File: src/rtl/nextsb_pkg.sv
// Shared constants for the NeXT Sound Box keyboard path: keycode FIFO sizing
// and the bit positions of its status fields inside the pio_1 controls word.
package nextsb_pkg;

    localparam int unsigned KC_W     = 16;
    localparam int unsigned KC_DEPTH = 8;

    // pio_1 controls word layout; firmware reads the same offsets
    localparam int unsigned PIO_KC_COUNT_LSB = 16;
    localparam int unsigned PIO_KC_COUNT_W   = $clog2(KC_DEPTH) + 1;
    localparam int unsigned PIO_KC_AVAIL_BIT = PIO_KC_COUNT_LSB + PIO_KC_COUNT_W;
    localparam int unsigned PIO_KC_OVF_BIT   = PIO_KC_AVAIL_BIT + 1;

endpackage

File: src/rtl/keycode_fifo.sv
// Keycode event FIFO between the keyboard decoder and the CPU PIO: pushes on
// kc_valid, pops on each pop_toggle level change, sticky overflow on drops.
module keycode_fifo #(
    parameter int unsigned KC_W  = nextsb_pkg::KC_W,
    parameter int unsigned DEPTH = nextsb_pkg::KC_DEPTH
) (
    input  logic                       clk27,
    input  logic                       po_reset_n,
    input  logic [KC_W-1:0]            kc_in,
    input  logic                       kc_valid,
    input  logic                       pop_toggle,
    input  logic                       clear,
    output logic [KC_W-1:0]            kc_head,
    output logic [$clog2(DEPTH):0]     kc_count,
    output logic                       kc_avail,
    output logic                       kc_overflow
);

    localparam int unsigned AW = $clog2(DEPTH);
    localparam int unsigned CW = AW + 1;

    logic [KC_W-1:0] mem [DEPTH];
    logic [AW-1:0]   wr_ptr;
    logic [AW-1:0]   rd_ptr;
    logic [CW-1:0]   count;
    logic            ovf;
    logic            pop_prev;

    logic            pop_ev;
    logic            not_empty;
    logic            full;
    logic            pop_eff;
    logic            push_eff;

    always_comb begin
        pop_ev    = pop_toggle ^ pop_prev;
        not_empty = (count != '0);
        full      = (count == CW'(DEPTH));
        pop_eff   = pop_ev && not_empty;
        // a pop in the same cycle frees the slot, so a full FIFO still accepts
        push_eff  = kc_valid && (!full || pop_eff);
    end

    always_ff @(posedge clk27 or negedge po_reset_n) begin
        if (!po_reset_n) begin
            wr_ptr   <= '0;
            rd_ptr   <= '0;
            count    <= '0;
            ovf      <= 1'b0;
            pop_prev <= 1'b0;
        end else begin
            pop_prev <= pop_toggle;
            if (clear) begin
                wr_ptr <= '0;
                rd_ptr <= '0;
                count  <= '0;
                ovf    <= 1'b0;
            end else begin
                if (push_eff) begin
                    wr_ptr <= wr_ptr + AW'(1);
                end
                if (pop_eff) begin
                    rd_ptr <= rd_ptr + AW'(1);
                end
                if (kc_valid && !push_eff) begin
                    ovf <= 1'b1;
                end
                case ({push_eff, pop_eff})
                    2'b10:   count <= count + CW'(1);
                    2'b01:   count <= count - CW'(1);
                    default: count <= count;
                endcase
            end
        end
    end

    // Storage is deliberately unreset; clear only rewinds the pointers
    always_ff @(posedge clk27) begin
        if (!clear && push_eff) begin
            mem[wr_ptr] <= kc_in;
        end
    end

    assign kc_head     = not_empty ? mem[rd_ptr] : '0;
    assign kc_count    = count;
    assign kc_avail    = not_empty;
    assign kc_overflow = ovf;

endmodule

File: config.mk
export PLATFORM = sky130hd
export DESIGN_NAME = keycode_fifo
export DESIGN_NICKNAME = d
export VERILOG_FILES = /design/src/rtl/nextsb_pkg.sv /design/src/rtl/keycode_fifo.sv
export SDC_FILE = /design/constraint.sdc
export NUM_CORES = 1
export LEC_CHECK = 0
export BUFFER_PORTS_ARGS = -buffer_cell sky130_fd_sc_hd__buf_2
export CORE_MARGIN = 2
export CORE_UTILIZATION = 40
export DETAILED_ROUTE_END_ITERATION = 6
export PLACE_DENSITY_LB_ADDON = 0.2
export SYNTH_ARGS = -nofsm -noshare
export SYNTH_HDL_FRONTEND = slang
export SYNTH_SLANG_ARGS = --single-unit
File: constraint.sdc
create_clock -name clk27 -period 3.29 [get_ports clk27]
set_input_delay 0.1645 -clock clk27 [delete_from_list [all_inputs] [get_ports clk27]]
set_output_delay 0.1645 -clock clk27 [all_outputs]
set_load 0.02 [all_outputs]
* After elaboration in Yosys (flattened, before gate mapping) *
Memory sizes are Yosys's and may differ from the RTL's.
Index checks and enable logic that the tools add are counted.
W data, S select, Z words.

operators by class
  add/subtract/negate cells = 4
  equal/unequal tests = 3
  mux-type cells = 11
  bitwise logic cells = 1
  reduce and logical (&&, ||, !) cells = 13

operator list
  operator               number
  $mux W16               1
  $mux W3                4
  $pmux W4 S2            1
  $add A3 B1 Y3 const B  2
  $reduce_bool A2 Y1     3
  $add A4 B1 Y4 const B  1
  $eq A4 B4 Y1 const B   1
  $logic_and A1 B1 Y1    4
  $mux W1                4
  $mux W4                1
  $reduce_bool A4 Y1     1
  $sub A4 B1 Y4 const B  1
  $logic_not A1 Y1       3
  $reduce_bool A3 Y1     1
  $eq A2 B1 Y1 const B   1
  $eq A2 B2 Y1 const B   1
  $logic_or A1 B1 Y1     1
  $xor A1 B1 Y1          1

storage, ports and cells
  register bits = 12
  memory bits (writable) = 128
  word-level logic and storage cells = 38
  memories kept = 1

memory list
  name  depth  bits a word  rd ports  clocked after Yosys merged registers in  write ports  RTL line            source
  mem   8      16           1         0                                        1            keycode_fifo.sv:22  logic [KC_W-1:0] mem [DEPTH];

* Longest topological paths before layout *
  word-level depth = 8
  gate-level depth with buffers = 7
  depth with buffers taken out = 7

* Least setup slack after synthesis *
OpenSTA, ideal clock, no wires.

  path kind = register to register
  from = register count[1], in the netlist kc_count[1]
  to = memory mem[1][0] (enable)
  library setup time = 0.409 ns
  arrival time = 2.482 ns
  slack = 0.399 ns
  stages on the path, launching flop included = 5
  path buffers = 0
  period minus slack after synthesis = 2.891 ns
  cells stage by stage = dfrtp_1 -> or4b_4 -> nor2_1 -> or4b_1 -> nor3_1

on the way
  cells in the longest elaborated chain, start to end = 7

RTL lines
  item                                                            RTL line                                source
  start: declaration                                              keycode_fifo.sv:25                      logic [CW-1:0] count;
  start signal: assignment                                        keycode_fifo.sv:69                      2'b10: count <= count + CW'(1);
  start signal: assignment                                        keycode_fifo.sv:70                      2'b01: count <= count - CW'(1);
  start signal: assignment                                        keycode_fifo.sv:71                      default: count <= count;
  $eq A4 B4 Y1 / $reduce_bool A4 Y1 (equally long branches)       keycode_fifo.sv:38, keycode_fifo.sv:37
  $logic_not A1 Y1 / $logic_and A1 B1 Y1 (equally long branches)  keycode_fifo.sv:41, keycode_fifo.sv:39
  $logic_or A1 B1 Y1 *                                            keycode_fifo.sv:41                      push_eff = kc_valid && (!full || pop_eff);
  $logic_and A1 B1 Y1 *                                           keycode_fifo.sv:41
  $logic_and A1 B1 Y1 *                                           keycode_fifo.sv:79                      if (!clear && push_eff) begin
  $mux W1 *                                                       keycode_fifo.sv:79
  $mux W1 (implied by the code) *                                 keycode_fifo.sv:80                      mem[wr_ptr] <= kc_in;
  end: declaration                                                keycode_fifo.sv:22

Mark *: on every way between the ends. The rest lies on a longest branch, timed or not.

* Worst setup path after layout *
  from = register rd_ptr[0]
  to = output port kc_head[4]

on the way
  cells in the longest elaborated chain, start to end = 2

RTL lines
  item                      RTL line            source
  start: declaration        keycode_fifo.sv:24  logic [AW-1:0] rd_ptr;
  start signal: assignment  keycode_fifo.sv:63  rd_ptr <= rd_ptr + AW'(1);
  $mem_v2 Z8 W16            --
  $mux W16                  keycode_fifo.sv:84  assign kc_head = not_empty ? mem[rd_ptr] : '0;
  end: declaration          keycode_fifo.sv:13  output logic [KC_W-1:0] kc_head,

Every way passes these cells.

==> metrics.md <==
| Metric | Value |
|---|---|
| Outcome | `finished clean` |
| Vias per std cell | `5.11` |
| Post-layout util | `48.9%` |
| Met3 Use GR | `4.14%` |
| Yosys reg bits | `140` |
| Peak supply drop | `0.344 mV` |
| CTS Sinks | `140` |
| Async set or reset register ratio after synthesis | `between 8 and 9%` |
| CP startpoint | `rd_ptr[0]` |
| Initial Utilization | `40.8%` |
| RD Place Congestion | `0.719` |
| Top cell type's share of synthesized area | `between 60 and 70%` |
| WP data required | `3.13 ns` |
| Final antenna-violating net count | `0` |
| Maximum clock rate | `387 MHz` |
| Number of max-cap violations | `0` |
| Hold slack | `0.0146 ns` |
| Met2 usage | `23.9%` |
| Pins over their slew limit | `0` |
| CTS tree | `yes` |
| Synth warnings | `0` |
| PostCTS Resize Cnt | `0` |
| First-pass GRT wire length | `16,400 um` |
| Total chip power | `a little over 0.005 W` |
| Critical R2R Launch | `kc_count[1]` |
| Top post-synthesis cells by count | `edfxtp_1 (128), nor2_1 (33), mux4_2 (32), mux2i_1 (17), dfrtp_1 (12)` |
| Vias | `about 2,800` |
| CTS Buffer Depth | `2` |
| Final TNS setup | `0 ns` |
| CTS clk-pin slew, worst paths | `~0.060 ns` |
| Post-CTS setup buffers | `0` |
| CTS buffer count | `17` |
| Clock period minus worst slack | `2.59 ns` |
| Worst-skew pair later-pin latency | `0.42 ns` |
| Power density over cell area | `759 mW/mm^2` |
| Clock Skews | `roughly 0.0054 ns` |
| Synth top area cells | `edfxtp_1 (68%), mux4_2 (13%), dfrtp_1 (5.3%)` |
| Synth Cell Area | `0.00562 mm^2` |
| Worst rel slew slack | `57.0%` |
| Final Hold Fails | `0` |
| Detailed Route WL | `~11,000 um` |
| Die area | `between 0.015 and 0.02 mm^2` |
| Most common cell in the netlist | `edfxtp_1` |
| DP HPWL | `approximately 6700 um` |
| CP Launch Type | `register` |
| Lkg Pwr | `2.31 nW` |
| Met1 Usage GRT | `about a fifth` |
| Post-DP Area | `0.00615 mm^2` |
| Unrepaired setup endpoints after global routing | `false` |
| Post-layout net count | `380` |
| Library cells used by synthesis | `32` |
| Synthesized area per cell | `19.7 um^2` |
| Seq/Total Area, Yosys | `73.8%` |
| Mapped Nets | `311` |
| IO Port Bufs | `42` |
| Die width | `122 um` |
| Final Cycle Share | `roughly four fifths` |
| Initial antenna violation count | `0` |
| Worst Path Max Fanout | `16` |
| Die height | `122 um` |
| Core Region | `0.0138 mm^2` |
| Htree depth | `4` |
| Worst-margin pin slew | `between 0.6 and 0.7 ns` |
| DR pass1 iterations | `4` |
| Hold Crit Class | `in2reg` |
| # DRC | `0` |
| Top-Level Pins | `43` |
| Antenna diodes | `0` |
| Final setup violating endpoints | `0` |
| Tot GR Track Use | `15.7%` |
| Largest net degree at the start of global routing | `21` |
| Synth area leader | `edfxtp_1` |
| First DRT Iteration DRCs | `205` |
| Routed len/inst | `19.6 um` |
| Post-route cell area | `0.00673 mm^2` |
| Hold path startpoint | `kc_in[8]` |
| Top_reg_cell synth | `edfxtp_1` |
| Synth Instances | `around 290` |
| Syn-to-layout area delta | `19.9%` |
| WS Path Type | `reg2out` |
| CP arrival | `about 2.4 ns` |
| Layout cells sized above 1 | `roughly 36%` |
| GRT busiest layer | `met2` |
| FP Rows | `43` |
| Vias in the first global route | `2,897` |
| GR Overflow Total | `0` |
| Number of flops mapped to enable cells by yosys | `128` |
| Crit. End Element | `primary output` |
| Clock Tree Root | `clkbuf_16` |
routing by layer:
layer  wire, um  vias up  share of wire, %
li1           -     1280                 -
met1       5120     1452                48
met2       5060       43                47
met3        329       16               3.1
met4        212        0               2.0
met5          0        -                 0
metrics by stage:
stage | worst slack [ns] | instances
floorplan | 0.399 | 285
detailed placement | 0.986 | 513
global route | 0.474 | 546
global placement | 1.06 | 513
finish | 0.704 | 546
CTS | 0.607 | 546
registers in the layout, indices dropped and copies added (netlist names):
| name | count |
|---|---|
| mem | 128 |
| kc_count | 4 |
| rd_ptr | 3 |
| wr_ptr | 3 |
| kc_overflow | 1 |
| pop_prev | 1 |
final timing paths:
check / to / slack, ns / cells past startpoint
worst max-delay path: kc_head[4] / 0.70 / 5
min in group asynchronous: kc_count[3] / 0.17 / 2
worst min register to register: kc_overflow / 0.49 / 2
worst min-delay path: mem[2][8] / 0.01 / 1
max in group asynchronous: rd_ptr[0] / 2.87 / 2
worst max register to register: kc_count[3] / 0.98 / 8
layout by cell type (no fill, tap or decap), types with 2 or more instances in the layout:
cell             n
a21oi_1          4
buf_2           42
buf_4           19
bufinv_16        2
clkbuf_1         2
clkbuf_16       17
clkinv_1         2
clkinv_2         3
clkinv_4         2
clkinvlp_4       2
dfrtp_1         11
dlygate4sd3_1    2
edfxtp_1       128
ha_1             4
inv_1            2
mux2_4           3
mux2i_1         17
mux4_2          32
nand2_1          5
nand2b_1         2
nand3_1          3
nor2_1          33
nor2b_1          3
nor3_2           2
o21ai_0          2
xnor2_1          3
xor2_1           4
logic make-up (layout without fill, tap and decap cells):
kind of cell / Yosys count / count (layout) / synth area share, %
flops: 140 / 140 / 73.8
simple gates: 54 / 54 / 4.41
xor+xnor: 7 / 7 / 1.09
mux: 53 / 53 / 16.9
compound gates: 11 / 11 / 1.45
fa+ha+maj: 5 / 5 / 1.25
buf+inv: 15 / 96 / 1.14
repair_timing:
item	in CTS	in global routing
setup endpoints to repair	0	0
endpoints found under the hold margin	13	0
hold buffers	2	0
layout make-up:
cell class | count | area, um^2
multi-input cells | 130 | 1420
flip-flops and latches | 140 | 4150
well taps | 180 | 225
clock buffers | 19 | 433
clock inverters | 12 | 124
fillers | 1207 | 7040
repair buffers | 63 | 373
inverters | 2 | 7.51
power breakdown:
part	switching, W	total [W]	internal, W
sequential	0.000111	0.00212	0.00201
clock	0.000691	0.00179	0.00110
combinational	0.000649	0.00120	0.000549
worst max-delay path, stage by stage (launching register included):
cell	delay, ns
dfrtp_2	0.72
buf_4	0.36
mux4_2	0.54
mux2i_1	0.15
nor2_1	0.05
buf_2	0.16
Power figures use the tool's default switching activity.
